<file path="src/rtl/bf_pkg.sv">
// Shared types and helpers for the brainfuck core's UART transmit and program-load receive paths.
package bf_pkg;

  typedef logic [7:0] bf_byte_t;

  typedef enum logic [1:0] {
    IDLE,
    START,
    DATA,
    STOP
  } uart_state_t;

  function automatic int clks_per_bit(input int clk_hz, input int baud);
    return clk_hz / baud;
  endfunction

endpackage

</file>
<file path="src/rtl/bf_uart_tx_if.sv">
// Byte stream valid/ready handshake from the core's '.' instruction into the UART transmitter.
interface bf_uart_tx_if;
  import bf_pkg::*;

  bf_byte_t in_data;
  logic     in_valid;
  logic     in_ready;

  modport master (output in_data, output in_valid, input in_ready);
  modport slave  (input in_data, input in_valid, output in_ready);

endinterface

</file>
<file path="src/rtl/bf_byte_fifo.sv">
// Single-clock byte FIFO with occupancy count; shared by the transmit and receive UART paths.
module bf_byte_fifo
  import bf_pkg::*;
#(
  parameter int DEPTH = 16
) (
  input  logic                   CLK,
  input  logic                   resetn,
  input  logic                   push,
  input  bf_byte_t               push_data,
  input  logic                   pop,
  output bf_byte_t               pop_data,
  output logic                   full,
  output logic                   empty,
  output logic [$clog2(DEPTH):0] count
);

  localparam int AW = $clog2(DEPTH);
  localparam logic [AW:0] FULL_COUNT = (AW + 1)'(DEPTH);

  bf_byte_t        mem [DEPTH];
  logic [AW-1:0]   wr_ptr_reg;
  logic [AW-1:0]   rd_ptr_reg;
  logic [AW:0]     count_reg;
  logic [AW:0]     count_next;
  logic            push_ok;
  logic            pop_ok;

  assign full    = (count_reg == FULL_COUNT);
  assign empty   = (count_reg == '0);
  assign count   = count_reg;
  assign push_ok = push && !full;
  assign pop_ok  = pop && !empty;

  // Head is read combinationally so the consumer can load it on the same edge it pops.
  assign pop_data = mem[rd_ptr_reg];

  always_ff @(posedge CLK) begin
    if (push_ok) begin
      mem[wr_ptr_reg] <= push_data;
    end
  end

  always_comb begin
    count_next = count_reg;
    case ({push_ok, pop_ok})
      2'b10:   count_next = count_reg + 1'b1;
      2'b01:   count_next = count_reg - 1'b1;
      default: count_next = count_reg;
    endcase
  end

  always_ff @(posedge CLK or negedge resetn) begin
    if (!resetn) begin
      wr_ptr_reg <= '0;
      rd_ptr_reg <= '0;
      count_reg  <= '0;
    end else begin
      if (push_ok) begin
        wr_ptr_reg <= wr_ptr_reg + 1'b1;
      end
      if (pop_ok) begin
        rd_ptr_reg <= rd_ptr_reg + 1'b1;
      end
      count_reg <= count_next;
    end
  end

endmodule

</file>
<file path="src/rtl/bf_uart_tx.sv">
// Buffered 8N1 UART transmitter: bytes from the core queue in a FIFO and leave LSB first on tx.
module bf_uart_tx
  import bf_pkg::*;
#(
  parameter int CLK_HZ     = 12_000_000,
  parameter int BAUD       = 115_200,
  parameter int FIFO_DEPTH = 16
) (
  input  logic                        CLK,
  input  logic                        resetn,
  bf_uart_tx_if.slave                 in_if,
  output logic                        tx,
  output logic                        busy,
  output logic [$clog2(FIFO_DEPTH):0] fifo_count
);

  localparam int CLKS_PER_BIT = clks_per_bit(CLK_HZ, BAUD);
  localparam int CNT_W        = (CLKS_PER_BIT < 2) ? 1 : $clog2(CLKS_PER_BIT);
  localparam logic [CNT_W-1:0] BAUD_LAST = CNT_W'(CLKS_PER_BIT - 1);

  if (CLKS_PER_BIT < 2) begin : g_bad_baud
    $error("bf_uart_tx: CLK_HZ/BAUD must give at least 2 clocks per bit");
  end
  if ((FIFO_DEPTH < 2) || ((FIFO_DEPTH & (FIFO_DEPTH - 1)) != 0)) begin : g_bad_depth
    $error("bf_uart_tx: FIFO_DEPTH must be a power of two and at least 2");
  end

  logic        fifo_push;
  logic        fifo_pop;
  logic        fifo_full;
  logic        fifo_empty;
  bf_byte_t    fifo_head;

  uart_state_t      state_reg, state_next;
  logic [CNT_W-1:0] baud_reg, baud_next;
  logic [2:0]       bit_reg, bit_next;
  bf_byte_t         shift_reg, shift_next;
  logic             tx_reg, tx_next;
  logic             baud_done;

  // Ready reflects registered occupancy only; a pop on the same edge does not open a slot early.
  assign in_if.in_ready = !fifo_full;
  assign fifo_push      = in_if.in_valid && !fifo_full;

  bf_byte_fifo #(
    .DEPTH(FIFO_DEPTH)
  ) u_fifo (
    .CLK       (CLK),
    .resetn    (resetn),
    .push      (fifo_push),
    .push_data (in_if.in_data),
    .pop       (fifo_pop),
    .pop_data  (fifo_head),
    .full      (fifo_full),
    .empty     (fifo_empty),
    .count     (fifo_count)
  );

  assign baud_done = (baud_reg == BAUD_LAST);
  assign tx        = tx_reg;
  assign busy      = (state_reg != IDLE) || !fifo_empty;

  always_comb begin
    state_next = state_reg;
    baud_next  = baud_reg;
    bit_next   = bit_reg;
    shift_next = shift_reg;
    tx_next    = tx_reg;
    fifo_pop   = 1'b0;

    case (state_reg)
      IDLE: begin
        tx_next = 1'b1;
        if (!fifo_empty) begin
          fifo_pop   = 1'b1;
          shift_next = fifo_head;
          tx_next    = 1'b0;
          baud_next  = '0;
          state_next = START;
        end
      end

      START: begin
        if (baud_done) begin
          tx_next    = shift_reg[0];
          bit_next   = '0;
          baud_next  = '0;
          state_next = DATA;
        end else begin
          baud_next = baud_reg + CNT_W'(1);
        end
      end

      DATA: begin
        if (baud_done) begin
          baud_next = '0;
          if (bit_reg == 3'd7) begin
            tx_next    = 1'b1;
            state_next = STOP;
          end else begin
            shift_next = shift_reg >> 1;
            tx_next    = shift_reg[1];
            bit_next   = bit_reg + 3'd1;
          end
        end else begin
          baud_next = baud_reg + CNT_W'(1);
        end
      end

      STOP: begin
        if (baud_done) begin
          baud_next = '0;
          // Chain straight into the next start bit so queued bytes leave with no idle gap.
          if (!fifo_empty) begin
            fifo_pop   = 1'b1;
            shift_next = fifo_head;
            tx_next    = 1'b0;
            state_next = START;
          end else begin
            state_next = IDLE;
          end
        end else begin
          baud_next = baud_reg + CNT_W'(1);
        end
      end

      default: begin
        tx_next    = 1'b1;
        state_next = IDLE;
      end
    endcase
  end

  always_ff @(posedge CLK or negedge resetn) begin
    if (!resetn) begin
      state_reg <= IDLE;
      baud_reg  <= '0;
      bit_reg   <= '0;
      shift_reg <= '0;
      tx_reg    <= 1'b1;
    end else begin
      state_reg <= state_next;
      baud_reg  <= baud_next;
      bit_reg   <= bit_next;
      shift_reg <= shift_next;
      tx_reg    <= tx_next;
    end
  end

endmodule

</file>
<file path="src/flat_wrapper.sv">
// flat-port wrapper written by rule: the top's interface ports become plain ports
module bf_uart_tx_flat import bf_pkg::*;
#(
  parameter int CLK_HZ     = 12_000_000,
  parameter int BAUD       = 115_200,
  parameter int FIFO_DEPTH = 16
)
  (CLK, resetn, tx, busy, fifo_count, in_if_in_data, in_if_in_valid, in_if_in_ready);
  bf_uart_tx_if in_if_i ();
  input  logic CLK;
  input  logic resetn;
  output logic tx;
  output logic busy;
  output logic [$clog2(FIFO_DEPTH):0] fifo_count;
  input wire logic [$bits(in_if_i.in_data)-1:0] in_if_in_data;
  input wire logic [$bits(in_if_i.in_valid)-1:0] in_if_in_valid;
  output wire logic [$bits(in_if_i.in_ready)-1:0] in_if_in_ready;
  assign in_if_i.in_data = in_if_in_data;
  assign in_if_i.in_valid = in_if_in_valid;
  assign in_if_in_ready = in_if_i.in_ready;
  bf_uart_tx #(.CLK_HZ(CLK_HZ), .BAUD(BAUD), .FIFO_DEPTH(FIFO_DEPTH)) u_core (.CLK(CLK), .resetn(resetn), .in_if(in_if_i), .tx(tx), .busy(busy), .fifo_count(fifo_count));
endmodule
</file>
<file path="config.mk">
export PLATFORM = sky130hd
export DESIGN_NAME = bf_uart_tx_flat
export DESIGN_NICKNAME = d
export VERILOG_FILES = /design/src/rtl/bf_pkg.sv /design/src/rtl/bf_uart_tx_if.sv /design/src/rtl/bf_byte_fifo.sv /design/src/rtl/bf_uart_tx.sv /design/src/flat_wrapper.sv
export SDC_FILE = /design/constraint.sdc
export NUM_CORES = 1
export LEC_CHECK = 0
export CORE_UTILIZATION = 45
export DETAILED_ROUTE_END_ITERATION = 16
export PLACE_DENSITY_LB_ADDON = 0.25
export SETUP_SLACK_MARGIN = 0.05
export SYNTH_ARGS = -nofsm -noshare
export SYNTH_HDL_FRONTEND = slang
export SYNTH_SLANG_ARGS = --single-unit
</file>
<file path="constraint.sdc">
create_clock -name CLK -period 3.3 [get_ports CLK]
set_input_delay 0.33 -clock CLK [delete_from_list [all_inputs] [get_ports CLK]]
set_output_delay 0.33 -clock CLK [all_outputs]
set_load 0.05 [all_outputs]
</file>
* Yosys cells after proc, flatten, opt, wreduce, memory -nomap -nowiden *
Memory sizes are Yosys's and may differ from the RTL's.
Index checks and enable logic that the tools add are counted.

operators by class
  magnitude comparators = 0
  div/mod/pow operators = 0
  bitwise gates (word level) = 0
  mux-type cells = 32
  add/subtract/negate cells = 6
  shifts and indexed selects = 0
  equality and inequality tests = 15
  reductions and logical operators = 17
  $mul = 0

operator list
  operator                                                number
  two-way mux 8 bit                                       4
  one-hot mux 8 bit (3 select lines)                      1
  two-way mux 7 bit                                       2
  one-hot mux 7 bit (2 select lines)                      1
  AND reduction 4 bit                                     3
  two-way mux 1 bit                                       11
  two-way mux 2 bit                                       5
  one-hot mux 5 bit (2 select lines)                      1
  two-way mux 3 bit                                       3
  adder 4 x 1 -> 4 bit (second input constant)            2
  inequality test 2 x 1 -> 1 bit (second input constant)  4
  one-hot mux 2 bit (4 select lines)                      1
  adder 7 x 1 -> 7 bit (second input constant)            1
  == test 7 bit (second input constant)                   1
  == test 2 bit (second input constant)                   3
  inequality test 2 bit (second input constant)           3
  one-hot mux 3 bit (2 select lines)                      1
  nonzero test 2 bit                                      3
  adder 5 x 1 -> 5 bit (second input constant)            1
  == test 5 bit (second input constant)                   1
  zero test 5 bit                                         1
  AND reduction 5 bit                                     1
  subtractor 5 x 1 -> 5 bit (second input constant)       1
  == test 2 x 1 -> 1 bit (second input constant)          2
  other kinds (10)                                        13

storage, ports and cells
  output and inout bits = 8
  input port bits = 11
  register bits = 34
  memories kept = 1
  memory bits (writable) = 128
  latch bits = 0
  bits in read-only memories = 0

memories
  memory             words  bits a word  read ports  clocked after Yosys merged registers in  write ports  line                RTL
  u_core.u_fifo.mem  16     8            1           0                                        1            bf_byte_fifo.sv:21  bf_byte_t mem [DEPTH];

* Logic depth before layout (Yosys ltp) *
  word-level depth = 7
  mapped depth = 13
  mapped depth without buffers = 12

* Cells and area by module *
From an unflattened synthesis, not the netlist that was laid out.

second synthesis, totals
  cells, all modules = 454
  area total of the unflattened synthesis = 7,120.6 sq um

by module, submodules not included
  module        sequential area each (sq um)  cells an instance  times used  area each (sq um)
  bf_byte_fifo  4,169.0                       320                1           5,809.3
  bf_uart_tx    526.8                         134                1           1,311.3

* Least setup slack after synthesis *
OpenSTA, ideal clock, no wires.

  path type = reg-to-reg
  start = register u_core.u_fifo.count_reg[1], in the netlist u_core.u_fifo.count[1]
  end = register u_core.u_fifo.count_reg[4], in the netlist u_core.u_fifo.count[4]
  clock period less this slack = 3.237 ns
  stages on the path, launching flop included = 14
  slack = 0.063 ns
  data arrival time = 3.157 ns
  data required time = 3.220 ns
  cells stage by stage = dfrtp_1 nor4_2 nand2_1 and2_1 clkbuf_1 inv_1 ha_1 inv_1 fa_1 nor2b_1 o21ai_0 and3_1 nor3_1 xnor2_1

on the way
  elaborated cells on any way between the ends = 16
  those cells by class = add/sub: 2; eq/ne: 3; mux: 4; reduce/logical: 7

RTL lines
  item                                                                             line                RTL
  start, declared                                                                  bf_byte_fifo.sv:24  logic [AW:0] count_reg;
  start signal, assigned                                                           bf_byte_fifo.sv:65  count_reg <= count_next;
  == test 5 bit *                                                                  bf_byte_fifo.sv:29  assign full = (count_reg == FULL_COUNT);
  zero test 1 bit *                                                                --
  via in_if_in_ready                                                               flat_wrapper.sv:17  output wire logic [$bits(in_if_i.in_ready)-1:0] in_if_in_ready;
  logical AND 1 bit                                                                bf_uart_tx.sv:43    assign fifo_push = in_if.in_valid && !fifo_full;
  logical AND 1 bit *                                                              bf_byte_fifo.sv:32  assign push_ok = push && !full;
  == test 2 x 1 -> 1 bit / == test 2 bit (equally long branches)                   bf_byte_fifo.sv:46  case ({push_ok, pop_ok})
  one-hot mux 5 bit (2 select lines) / nonzero test 2 bit (equally long branches)  --

Mark *: on every way through the listed nets, which the timed path passes. The rest lies on a longest branch.
A chain may end at the register's enable or synchronous reset.

* Worst setup path after layout *
  start = register u_core.baud_reg[0]
  end = register u_core.u_fifo.count_reg[4], in the netlist u_core.u_fifo.count[4]

on the way
  word-level cells in the longest chain between the ends = 6
  elaborated cells on any way between the ends = 8
  those cells by class = eq/ne: 3; mux: 3; reduce/logical: 2

RTL lines
  item                                                                             line                RTL
  start, declared                                                                  bf_uart_tx.sv:35    logic [CNT_W-1:0] baud_reg, baud_next;
  start signal, assigned                                                           bf_uart_tx.sv:143   baud_reg <= baud_next;
  == test 7 bit *                                                                  bf_uart_tx.sv:59    assign baud_done = (baud_reg == BAUD_LAST);
  two-way mux 1 bit *                                                              bf_uart_tx.sv:111   if (baud_done) begin
  one-hot mux 1 bit (2 select lines) *                                             bf_uart_tx.sv:71    case (state_reg)
  logical AND 1 bit *                                                              bf_byte_fifo.sv:33  assign pop_ok = pop && !empty;
  via u_core.u_fifo.pop_ok                                                         bf_byte_fifo.sv:27  logic pop_ok;
  == test 2 x 1 -> 1 bit / == test 2 bit (equally long branches)                   bf_byte_fifo.sv:46
  one-hot mux 5 bit (2 select lines) / nonzero test 2 bit (equally long branches)  --

Marked as above.

==> results.py <==
metrics = {
    "outcome": {
        "status": "complete, but fails checks",
        "violations": "hold timing",
    },
    "global_route": {
        "grt_overflow_total": 0,
        "grt_pass1_vias": 3890,
        "antenna_found_initial": 0,
        "grt_pass1_wl_um": 21440,
        "grtUsageTotal_pct": 18.54,
        "grt_max_degree": 35,
    },
    "routing": {
        "wl_per_cell_um": 20.35,
        "wl_um": 13600,
        "drtIter0Drc": 344,
        "vias": 3764,
        "via_per_inst": 5.635,
        "antenna_left": 0,
        "drt_pass1_iterations": 4,
        "drc_errors": 0,
    },
    "finish": {
        "fin_area_mm2": 0.008014,
        "largest_reg_flops": 128,
        "fillers": 1236,
        "n_antenna_cell": 0,
        "area_growth_syn_to_layout_pct": 14.74,
        "nets": 497,
        "drive_gt1_share_pct": 17.92,
        "stdcell_count": 668,
    },
    "timing": {
        "finalHoldViolCount": 7,
        "skew_ns": 0.009408,
        "rsz0062_at_grt": "no",
        "finalCritPeriodShare_pct": 87.79,
        "final_max_slew_viol_count": 0,
        "fin_crit_ns": 2.897,
        "slew_headroom_pct": 41.23,
        "hold-worst-slack_ns": -0.01834,
        "timing.fmax_mhz": 345.2,
        "setup_violations": 0,
        "worstMarginPinSlew_ns": 0.8816,
        "setup_tns_ns": 0,
    },
    "floorplanning": {
        "io_pins": 19,
        "initial_utilization_pct": 45.94,
        "die_w_um": 126.6,
        "die_y_um": 126.6,
        "core_mm2": 0.01520,
        "rows": 45,
        "die_area_mm2": 0.01602,
    },
    "power": {
        "p_comb_share_pct": 13.5,
        "p_int_uw": 3798,
        "p_leak_uw": 0.002848,
        "max-vdd-ir-drop_mv": 0.4279,
        "seq_power_share_pct": 49.1,
        "clkPwrFrac_pct": 37.5,
        "p_sw_uw": 1374,
        "sw_frac_of_total_pct": 26.57,
        "power_density_mw_per_mm2": 645.5,
    },
    "place": {
        "place_area_mm2": 0.007435,
        "place.gp.congestion": 0.7814,
        "dp_cells": 636,
        "port_buffers": 18,
        "place_hpwl_um": 8746,
    },
    "synth": {
        "synth_commonest_cells": "edfxtp_1 (128), dfrtp_1 (33), a21oi_1 (26), nand2_1 (26), nor2_1 (23)",
        "synth-seq-cells": 162,
        "synth_edf_count": 128,
        "syn_area_mm2": 0.006984,
        "ys_warn_count": 0,
        "yosys.area.top_type_share_pct": 55.03,
        "synthFlopType": "edfxtp_1",
        "syn_nets": 459,
        "ys_types": 52,
        "netlist_instances": 429,
        "synthArstFlopShare_pct": 20.99,
        "synth_area_leader_cell": "edfxtp_1",
        "syn_area_per_cell_um2": 16.28,
        "ys_seq_area_share_pct": 67.23,
        "synthTopCellsByArea": "edfxtp_1 (55%), dfrtp_1 (12%), mux4_2 (6.8%), mux4_1 (4.1%), ha_1 (3.2%)",
        "synth_most_common_cell": "edfxtp_1",
    },
    "setup_path": {
        "cp_top_family": "simple AND/OR/NAND/NOR gates",
        "r2r-end": "u_core.u_fifo.count[4]",
        "critPathKind": "register to register",
        "required_ns": 3.65,
        "end_kind": "register",
        "crit_fanout": 9,
        "r2r.worst_path.cells": 12,
        "r2r_start": "u_core.baud_reg[0]",
        "ff2ff_setup_slack_ns": 0.40,
        "cp_num_buf_inv": 1,
        "crit_chain": "ha_1 > and3_1 > a31oi_1 > nor3_2 > ha_1 > inv_1 > fa_1 > nor2b_1 > o21ai_0 > and3_1 > nor3_1 > xnor2_1",
        "cp_slowest_stage_delay_ns": 0.40,
        "critPathArrivalTime_ns": 3.25,
        "crit_slowest_cell": "fa_1",
        "start_kind": "register",
    },
    "cts": {
        "root_buffer": "clkbuf_16",
        "cts.sinks": 162,
        "clk_pin_slew_ns": 0.06,
        "cts.repair.resized": 0,
        "insertion_delay_ns": 0.43,
        "postCtsSetupBuffers": 0,
        "numCtsBuffers": 17,
        "htreeDepth": 4,
        "clk_path_buf_depth": 2,
        "cts_tree": "built",
        "ctsHoldBuffers": 0,
    },
    "run": {
        "maxCapViolations": 0,
    },
    "min_path": {
        "hp-class": "input pin to asynchronous set/reset pin",
    },
}
==> worst max path at each step <==
stage	start	slack (ns)	cells past startpoint	end
after floorplan	u_core.u_fifo.count[1]	0.06	13	u_core.u_fifo.count[4]
after global placement	u_core.baud_reg[0]	0.52	12	u_core.u_fifo.count[4]
after detailed placement	u_core.baud_reg[0]	0.45	12	u_core.u_fifo.count[4]
after CTS	u_core.state_reg[0]	0.41	5	busy
after global routing	u_core.baud_reg[0]	0.16	12	u_core.u_fifo.count[4]
final	u_core.baud_reg[0]	0.40	12	u_core.u_fifo.count[4]
==> layout by cell type (no fill, tap or decap), drive strengths merged, types with 7 or more instances in the layout <==
master / synthesis / layout
a21oi: 26 / 26
a22oi: 14 / 14
buf: 13 / 24
clkbuf: 9 / 17
clkdlybuf4s50: 0 / 17
clkinv: 0 / 7
dfrtp: 33 / 33
edfxtp: 128 / 128
ha: 18 / 18
inv: 14 / 20
mux4: 32 / 32
nand2: 26 / 26
nor2: 24 / 24
nor3: 9 / 9
o21ai: 18 / 18
xnor2: 7 / 7
==> final cells by class <==
type	count	area (um2)	share of cell area, %
inverters	14	52.55	0.6557
repair buffers	41	347.8	4.340
flip-flops and latches	162	4697	58.61
clock buffers	17	425.4	5.308
clock inverters	15	153.9	1.920
multi-input cells	231	2102	26.23
well taps	188	235.2	2.935
==> power groups by stage <==
stage	logic (uW)	clock network (uW)	registers (uW)
after global routing	760	2040	2560
after detailed placement	710	0	2580
after global placement	687	0	2570
after CTS	712	1970	2540
final	696	1940	2540
after floorplan	370	0	2630
==> logic make-up after synthesis <==
kind of cell               after synthesis  share of synthesized area [%]
DFF                                    162                          67.23
buffers and inverters                   36                          2.669
adders and majority gates               19                          3.511
AOI/OAI and AO/OA                       77                          7.094
muxes                                   38                          11.84
xor gates and xnor gates                10                          1.254
and+or+nand+nor                         87                          6.395
==> metal layers <==
metal	vias up	track usage, %	wire length, um
met5	-	0	0
met4	0	6.378	161
met3	10	4.555	628
met2	69	30.71	6951
met1	1943	24.03	5854
li1	1742	-	-
==> worst register-to-register path: cells and delay by family, from the launching register on <==
kind	cells	cell delay, ns
buf+inv	1	0.10
xor+xnor	1	0.14
simple gates	5	1.05
fa+ha+maj	3	0.90
flops	1	0.39
compound gates	2	0.24
==> through the flow <==
| step | utilization [%] | power (uW) | hold slack [ns] | setup slack [ns] |
|---|---|---|---|---|
| after global routing | 52.72 | 5363 | 0.05433 | 0.1569 |
| after detailed placement | 48.91 | 3291 | 0.4624 | 0.4531 |
| final | 52.72 | 5173 | -0.01834 | 0.4029 |
| after floorplan | - | 3004 | 0.03441 | 0.06339 |
| after global placement | 48.91 | 3254 | 0.4509 | 0.5155 |
| after CTS | 52.72 | 5222 | 0.005915 | 0.4051 |
(Power assumes the default switching activity.)
